==> src/rtl/demux4_distributor.sv <==
// 1-to-4 registered distributor: steers each Load word into one of four holding
// registers, addressed by Sel (manual) or by a round-robin pointer (auto).
module demux4_distributor #(
  parameter int W = 2
) (
  input  logic         Clock,
  input  logic         Resetn,
  input  logic [W-1:0] D,
  input  logic [1:0]   Sel,
  input  logic         Load,
  input  logic         Auto,
  input  logic         Clear,
  input  logic [3:0]   Ack,
  output logic [W-1:0] Q0,
  output logic [W-1:0] Q1,
  output logic [W-1:0] Q2,
  output logic [W-1:0] Q3,
  output logic [3:0]   Valid,
  output logic [1:0]   Ptr,
  output logic         Full,
  output logic         Overflow
);

  logic [3:0][W-1:0] q, q_n;
  logic [3:0]        valid_n;
  logic [1:0]        ptr_n;
  logic              ovf_n;
  logic [1:0]        tgt;

  assign tgt = Auto ? Ptr : Sel;

  always_comb begin
    q_n     = q;
    valid_n = Valid & ~Ack;
    ptr_n   = Ptr;
    ovf_n   = Overflow;
    if (Clear) begin
      q_n     = '0;
      valid_n = 4'b0000;
      ptr_n   = 2'd0;
      ovf_n   = 1'b0;
    end else if (Load) begin
      // the auto-mode occupancy check looks at Valid before this cycle's Ack
      if (!Auto || !Valid[tgt]) begin
        q_n[tgt]     = D;
        valid_n[tgt] = 1'b1;
        if (Auto) ptr_n = 2'(Ptr + 2'd1);
      end else begin
        ovf_n = 1'b1;
      end
    end
  end

  always_ff @(posedge Clock or negedge Resetn) begin
    if (!Resetn) begin
      q        <= '0;
      Valid    <= 4'b0000;
      Ptr      <= 2'd0;
      Overflow <= 1'b0;
    end else begin
      q        <= q_n;
      Valid    <= valid_n;
      Ptr      <= ptr_n;
      Overflow <= ovf_n;
    end
  end

  assign Q0   = q[0];
  assign Q1   = q[1];
  assign Q2   = q[2];
  assign Q3   = q[3];
  assign Full = &Valid;

endmodule

==> config.mk <==
export PLATFORM = sky130hd
export DESIGN_NAME = demux4_distributor
export DESIGN_NICKNAME = d
export VERILOG_FILES = /design/src/rtl/demux4_distributor.sv
export SDC_FILE = /design/constraint.sdc
export NUM_CORES = 1
export LEC_CHECK = 0
export ABC_AREA = 1
export BUFFER_PORTS_ARGS = -buffer_cell sky130_fd_sc_hd__buf_2
export CORE_UTILIZATION = 44
export DETAILED_ROUTE_END_ITERATION = 10
export PLACE_DENSITY = 0.72
export SLEW_MARGIN = 10
export SYNTH_ARGS = -nofsm -noshare
export SYNTH_HDL_FRONTEND = slang
export SYNTH_SLANG_ARGS = --single-unit
export TNS_END_PERCENT = 100
==> constraint.sdc <==
create_clock -name Clock -period 1.7 [get_ports Clock]
set_input_delay 0.17 -clock Clock [delete_from_list [all_inputs] [get_ports Clock]]
set_output_delay 0.17 -clock Clock [all_outputs]
set_load 0.03 [all_outputs]
# [Word level (Yosys, flattened, before mapping)]
# Cells that the tools add are included.
# Widths: inputs -> output; s select.
[op_classes] addsub=1 mul=0 div_mod_pow=0 n_lt_le_gt_ge=2 n_eq_ne=1 shifts=0 muxes=21 bitwise=3 n_reduce_logical=11
[ops] op="$mux 8" n=3
[ops] op="$mux 2" n=6
[ops] op="$mux 4" n=3
[ops] op="$bwmux 8" n=1
[ops] op="$reduce_bool 2->1" n=3
[ops] op="$mux 1" n=5
[ops] op="$and 4x4->4" n=1
[ops] op="$demux 2 s2" n=1
[ops] op="$not 4->4" n=1
[ops] op="$or 4x4->4" n=1
[ops] op="$reduce_and 2->1" n=2
[ops] op="$reduce_and 4->1" n=1
[ops] op="$lt 2x3->1 const B" n=1
[ops] op="$reduce_and 3->1" n=1
[ops] op="$add 2x1->2 const B" n=1
[ops] op="$bmux 1 s2" n=1
[ops] op="$demux 1 s2" n=1
[ops] op="$ge 2x1->1 const B" n=1
[ops] op="$logic_not 1->1" n=2
[ops] op="$ne 2x2->1 const B" n=1
[ops] op="$logic_and 1x1->1" n=1
[ops] op="$logic_or 1x1->1" n=1
[word_totals] ff_bits=15 latchBits=0 ramBits=0 mem_bits_ro=0 inputBits=13 mem_count=0

# [Logic depth before layout (Yosys ltp)]
# Gate-level depths: netlist of run 1.
[depth] depth_word=9 mapped_depth=12 ltp_nobuf=11

# [Least setup slack after synthesis of run 1]
# No wires, ideal clock.
[synth_path] kind="reg2out" start="reg Valid[0]" end="out Full" arrival_ns=1.303 required_time_ns=1.530 path_slack_ns=0.227 stages_incl_launch_ff=3 n_path_buf=0 cell_sequence="dfrtp_1 > inv_1 > nor3_1"
[synth_via] elab_chain_cells=1
[synth_rtl] item="start: declaration" line="18" text="output logic [3:0] Valid,"
[synth_rtl] item="start signal: assignment" line="62" text="Valid <= valid_n;"
[synth_rtl] item="$reduce_and 4->1" line="72" text="assign Full = &Valid;"
[synth_rtl] item="end: declaration" line="20" text="output logic Full,"
# Every way passes these cells.

# [Final worst setup path of run 1]
[layout_path] start="reg Ptr[1]" end="reg q, in the netlist Q1[1]"
[layout_via] elab_chain_cells=9 elab_cells_between_ends=16
[layout_rtl] item="start: declaration" line="19" text="output logic [1:0] Ptr,"
[layout_rtl] item="start signal: assignment" line="63" text="Ptr <= ptr_n;"
[layout_rtl] item="$mux 2 *" line="30" text="assign tgt = Auto ? Ptr : Sel;"
[layout_rtl] item="$lt 2x3->1 (not written as such) / $ge 2x1->1 (equally long branches)" line="45" text="q_n[tgt] = D;"
[layout_rtl] item="$logic_and 1x1->1 (not written as such)" line="45"
[layout_rtl] item="$mux 2 (not written as such)" line="45"
[layout_rtl] item="$demux 2 s2" line="45"
[layout_rtl] item="$bwmux 8" line="45"
[layout_rtl] item="$mux 8" line="44" text="if (!Auto || !Valid[tgt]) begin"
[layout_rtl] item="$mux 8" line="42" text="end else if (Load) begin"
[layout_rtl] item="$mux 8" line="37" text="if (Clear) begin"
[layout_rtl] item="end signal: assignment" line="61" text="q <= q_n;"
[layout_rtl] item="end: declaration" line="24" text="logic [3:0][W-1:0] q, q_n;"
# Every way passes the cells marked *; elsewhere a longest branch is shown, timed or not. The select of a mux whose other input is x is not followed.
# A chain may end at the register's enable or synchronous reset.

==> run_results.csv, run 1 <==
group,metric,value,unit
run_status,status,"complete, no violations",
global_routing,grt_max_degree,17,
timing,fin_setup_tns,0,ns
yosys,synth_area_per_cell,7.797,µm²
floorplan,fp.dieH,45.75,µm
worst_setup_path,cp-start-kind,"flop",
route,first_pass_iters,4,
clock_network,cts_tree,"built",
floorplan,fp.dieArea,2093,µm²
cells_and_area,fin_nets,150,
place,routabilityCongestion,0.7881,
yosys,ys.flop_type,"dfrtp_1",
cells_and_area,drive_gt1_share,33.82,%
clock_network,cts.sink_count,15,
worst_setup_path,cp.required,1.89,ns
global_routing,gr-usage-all-layers,20.50,%
worst_setup_path,crit_path_max_fanout,15,
route,routed-via-count,810,
floorplan,initial_utilization,47.73,%
clock_network,cts_setup_buffers,0,
floorplan,coreArea,1764,µm²
clock_network,htreeDepth,1,
yosys,ys_ff_latch,15,
pwr,p_leak,0.5875,nW
global_routing,grt_pass1_vias,685,
route,drt_iter0_drc,12,
timing,setup_viol,0,
global_routing,grt_pass1_wl,2980,µm
yosys,synth.distinct_cells,19,
cells_and_area,antenna_cells,0,
pwr,power_density,739.2,nW/µm²
route,wire_per_inst,11.82,µm
floorplan,ios,29,
timing,fin_worst_skew,0.001639,ns
floorplan,dieWidth,45.75,µm
worst_setup_path,critPathKind,"reg -> reg",
min_path,hold_path_class,"in -> reg",
route,ant_nets,0,
cells_and_area,ff_latch_area,375.4,µm²
cells_and_area,area_growth,20.95,%
job,max_cap_violations,0,
timing,slew_headroom,77.54,%
cells_and_area,finalInstanceArea,1018,µm²
worst_setup_path,crit_path_end_kind,"flop",
clock_network,clock_latency,0.29,ns
worst_setup_path,arrival,1.65,ns
yosys,synthArstFlopShare,100.0,%
route,avgViaCountPerCell,5.031,
global_routing,grt_antenna_before_repair,0,
pwr,peakVddDrop,0.4813,mV
place,dp_hpwl,1493,µm
timing,drv_slew,0,
timing,rsz0062_at_grt,"false",
timing,fmax,683.9,MHz
cells_and_area,multiInputGateArea,374.1,µm²
yosys,yosysSeqAreaShare,44.58,%
timing,worst_pin_slew,0.3370,ns
yosys,synth-edff-count,0,
yosys,synth_area,842.1,µm²
route,drc,0,
timing,hold_viol,0,
route,drt-total-wl,1903,µm
yosys,synth_common_cells,"21 x nand2_1, 20 x nand3_1, 15 x dfrtp_1",
yosys,ys_top_cells_by_area,"dfrtp_1 45%, nand3_1 12%, nand2_1 9.4%",
yosys,synth_largest_area_cell,"dfrtp_1",
clock_network,cts_buffers,3,
clock_network,root_buffer,"clkbuf_4",
global_routing,grt_overflow,0,
yosys,ys_warn_count,0,
floorplan,rows,15,
timing,min_period,1.462,ns
yosys,syn_inst,108,
place,place_area,980.9,µm²
clock_network,clk_pin_slew,0.09,ns
place,port_buffers,28,
timing,finalCritPeriodShare,86.02,%
clock_network,clockBufferDepth,2,
yosys,synth.most_common_cell,"nand2_1",
yosys,synth_fp_nets,121,
yosys,yosysTopAreaCellShare,44.58,%
cells_and_area,fill_cells,177,
-- routing by layer --
layer | GRT usage [%] | part of all wire (%) | up-vias
met4 | 10.59 | 2.0 | 0
met2 | 33.14 | 47 | 31
met1 | 26.63 | 46 | 364
met5 | 0 | 0 | -
met3 | 2.778 | 5.5 | 5
li1 | - | - | 410
-- critical path: stages, from the launching register on --
cell     delay, ns
dfrtp_1       0.42
inv_1         0.07
nand2_1       0.05
o21ai_2       0.10
inv_1         0.10
nand2_1       0.09
nand2_2       0.07
nand2_4       0.13
nand3_1       0.16
nand3_1       0.11
nand2_1       0.06
-- cell usage in the layout (no fill, tap or decap), drive strengths merged --
cell	instances
o21ai	2
nor3	1
or2	2
clkinv	1
nand4	9
dlygate4sd3	1
nand2	26
inv	14
buf	29
clkbuf	3
nor2	7
dfrtp	15
a21oi	6
nand3	20
-- where the power goes --
| group | internal, mW | switching [mW] |
|---|---|---|
| clock | 0.0877 | 0.125 |
| combinational | 0.0479 | 0.109 |
| sequential | 0.371 | 0.0116 |
| total | 0.507 | 0.246 |
-- through the flow --
stage	cells	util [%]	worst slack, ns	hold slack (ns)	power, mW
2_1_floorplan	108	-	0.2274	-0.1256	0.4984
3_3_place_gp	156	55.60	0.3003	0.08923	0.5412
3_5_place_dp	156	55.60	0.2517	0.09537	0.5454
4_1_cts	161	57.73	0.2358	0.1279	0.7555
5_1_grt	161	57.73	0.05706	0.1348	0.7859
6_report	161	57.73	0.2377	0.1255	0.7529
-- cells by family (layout without fill, tap and decap cells) --
logic type / Yosys count / after routing / share of synthesized area, %
compound gates: 8 / 8 / 6.983
buf+inv: 20 / 48 / 10.99
flops: 15 / 15 / 44.58
simple gates: 65 / 65 / 37.44
-- registers in the layout, summed over array words and instances (netlist names) --
register and flops:
Valid 4, Ptr 2, Q0 2, Q1 2, Q2 2, Q3 2, Overflow 1
-- worst paths after layout --
path,startpoint,endpoint,slack (ns),depth (start not counted)
max in group asynchronous,Resetn,Q0[1],1.15,2
worst max-delay path,Ptr[1],Q1[1],0.24,10
worst min-delay path,Ack[0],Valid[0],0.13,3
worst max register to register,Ptr[1],Q1[1],0.24,10
min in group asynchronous,Resetn,Ptr[1],0.30,2
worst min register to register,Q2[0],Q2[0],0.51,2
-- layout make-up --
| cell class | count | share of cell area, % |
|---|---|---|
| flip-flops and latches | 15 | 36.85 |
| well taps | 25 | 3.071 |
| repair buffers | 30 | 15.48 |
| inverters | 14 | 5.160 |
| clock buffers | 3 | 2.211 |
| clock inverters | 1 | 0.4914 |
| multi-input cells | 73 | 36.73 |
-- timing repair --
item | CTS | global route
hold buffers | 1 | 0
endpoints found under the hold margin | 15 | 0
resized for setup | 0 | 0
No activity file was read; power rests on OpenSTA's default activity.
==> run 2: changes to the inputs <==
MAX_ROUTING_LAYER = met4   (was not set)
==> run_results.csv, run 2 (synthesized netlist as in run 1, its figures left out) <==
group,metric,value,unit
worst_setup_path,r2r_slack,0.24,ns
run_status,status,"complete, no violations",
global_routing,gr-usage-all-layers,21.11,%
timing,setup_viol,0,
worst_setup_path,crit_path_max_fanout,15,
timing,hold_slack,0.1256,ns
route,routed-via-count,810,
timing,worst_pin_slew,0.3368,ns
clock_network,cts_tree,"built",
job,max_cap_violations,0,
timing,drv_slew,0,
floorplan,dieWidth,45.75,µm
floorplan,fp.dieArea,2093,µm²
floorplan,initial_utilization,47.73,%
worst_setup_path,crit_slowest_cell,"dfrtp_1",
place,routabilityCongestion,0.7992,
floorplan,coreArea,1764,µm²
cells_and_area,area_growth,20.95,%
pwr,peakVddDrop,0.4813,mV
clock_network,htreeDepth,1,
place,port_buffers,28,
route,drt-total-wl,1903,µm
global_routing,grt_pass1_vias,685,
min_path,hold_path_class,"in -> reg",
worst_setup_path,crit_chain,"inv_1 -> nand2_1 -> o21ai_2 -> inv_1 -> nand2_1 -> nand2_2 -> nand2_4 -> nand3_1 -> nand3_1 -> nand2_1",
clock_network,root_buffer,"clkbuf_4",
worst_setup_path,crit_path_end_kind,"flop",
worst_setup_path,timing.rr.end,"Q1[1]",
route,avgViaCountPerCell,5.031,
timing,fmax,683.8,MHz
clock_network,cts_buffers,3,
worst_setup_path,cpMostUsedCell,"nand2_1",
timing,slew_headroom,77.55,%
worst_setup_path,crit_path_end,"Q1[1]",
clock_network,clk_pin_slew,0.09,ns
clock_network,clock_latency,0.29,ns
global_routing,grt_antenna_before_repair,0,
worst_setup_path,critPathKind,"reg -> reg",
cells_and_area,fill_cells,177,
worst_setup_path,crit_family,"simple AND/OR/NAND/NOR gates",
cells_and_area,drive_gt1_share,33.82,%
cells_and_area,final_cell_mix,"28 x buf_2, 21 x nand2_1, 20 x nand3_1, 15 x dfrtp_1, 13 x inv_1",
route,first_pass_iters,4,
timing,rsz0062_at_grt,"false",
global_routing,grt_max_degree,17,
timing,finalCritPeriodShare,86.02,%
worst_setup_path,arrival,1.65,ns
place,place_area,980.9,µm²
floorplan,fp.dieH,45.75,µm
cells_and_area,largest_reg_flops,4,
worst_setup_path,max_stage_delay,0.42,ns
floorplan,rows,15,
timing,fin_setup_tns,0,ns
clock_network,cts.sink_count,15,
worst_setup_path,r2r-start,"Ptr[1]",
timing,min_period,1.462,ns
floorplan,ios,29,
place,dp_hpwl,1493,µm
cells_and_area,mostFrequentLayoutCell,"buf_2",
cells_and_area,regMostFlops,"Valid",
route,wire_per_inst,11.82,µm
worst_setup_path,r2r.worst_path.cells,10,
cells_and_area,finalInstanceArea,1018,µm²
route,drc,0,
worst_setup_path,cp.depth,10,
worst_setup_path,cp.required,1.89,ns
pwr,p_leak,0.5875,nW
worst_setup_path,cp-start-kind,"flop",
worst_setup_path,worstPathBufferInverterCount,2,
timing,fin_worst_skew,0.001646,ns
route,ant_nets,0,
worst_setup_path,crit_path_start,"Ptr[1]",
global_routing,grt_pass1_wl,2973,µm
global_routing,grt_overflow,0,
clock_network,cts_setup_buffers,0,
cells_and_area,fin_nets,150,
pwr,power_density,739.2,nW/µm²
route,drt_iter0_drc,12,
clock_network,clockBufferDepth,2,
timing,hold_viol,0,
cells_and_area,antenna_cells,0,
[run 2: cell counts in the layout (fill, tap and decap cells not counted)]
No cell type changed its count.
[run 2: worst min path at each step]
stage          startpoint  endpoint  slack (ns)  depth (start not counted)
6_report           Ack[0]  Valid[0]        0.13                          3
5_1_grt            Ack[0]  Valid[0]        0.13                          3
4_1_cts            Ack[0]  Valid[0]        0.13                          3
3_5_place_dp       Resetn    Ptr[1]         0.1                          1
3_3_place_gp       Resetn    Ptr[1]        0.09                          1
2_1_floorplan      Resetn  Overflow       -0.13                          0
[run 2: power by group]
part	total [mW]	internal (mW)	switching (mW)
logic	0.157	0.0479	0.109
registers	0.383	0.371	0.0116
clock network	0.213	0.0877	0.125
total	0.753	0.507	0.246
[run 2: area by class of cell]
cell class	count	area, µm²	area share, %
Timing Repair Buffer	30	157.7	15.48
Multi-Input combinational cell	73	374.1	36.73
Tap cell	25	31.28	3.071
Clock inverter	1	5.005	0.4914
Inverter	14	52.55	5.160
Clock buffer	3	22.52	2.211
Sequential cell	15	375.4	36.85
[run 2: per-stage QoR]
stage	power [mW]	util (%)	setup slack, ns	std cells
2_1_floorplan	0.4984	-	0.2274	108
3_3_place_gp	0.5412	55.60	0.3003	156
3_5_place_dp	0.5454	55.60	0.2517	156
4_1_cts	0.7555	57.73	0.2358	161
5_1_grt	0.7859	57.73	0.05706	161
6_report	0.7529	57.73	0.2377	161
[run 2: routing by layer]
metal | vias up | wire length, µm | global-route usage [%] | part of all wire (%)
met2 | 31 | 887 | 33.14 | 47
met4 | 0 | 38 | 10.59 | 2.0
met5 | - | 0 | - | 0
li1 | 410 | - | - | -
met3 | 5 | 94 | 2.381 | 4.9
met1 | 364 | 882 | 26.88 | 46
[run 2: worst min-delay path, stage by stage]
cell	delay, ns
buf_2	0.07
or2_2	0.10
a21oi_2	0.04
[run 2: what timing repair did]
action / CTS / global route
setup endpoints to repair: 0 / 0
hold endpoints to repair: 15 / 0
hold buffers: 1 / 0
resized for setup: 0 / 0
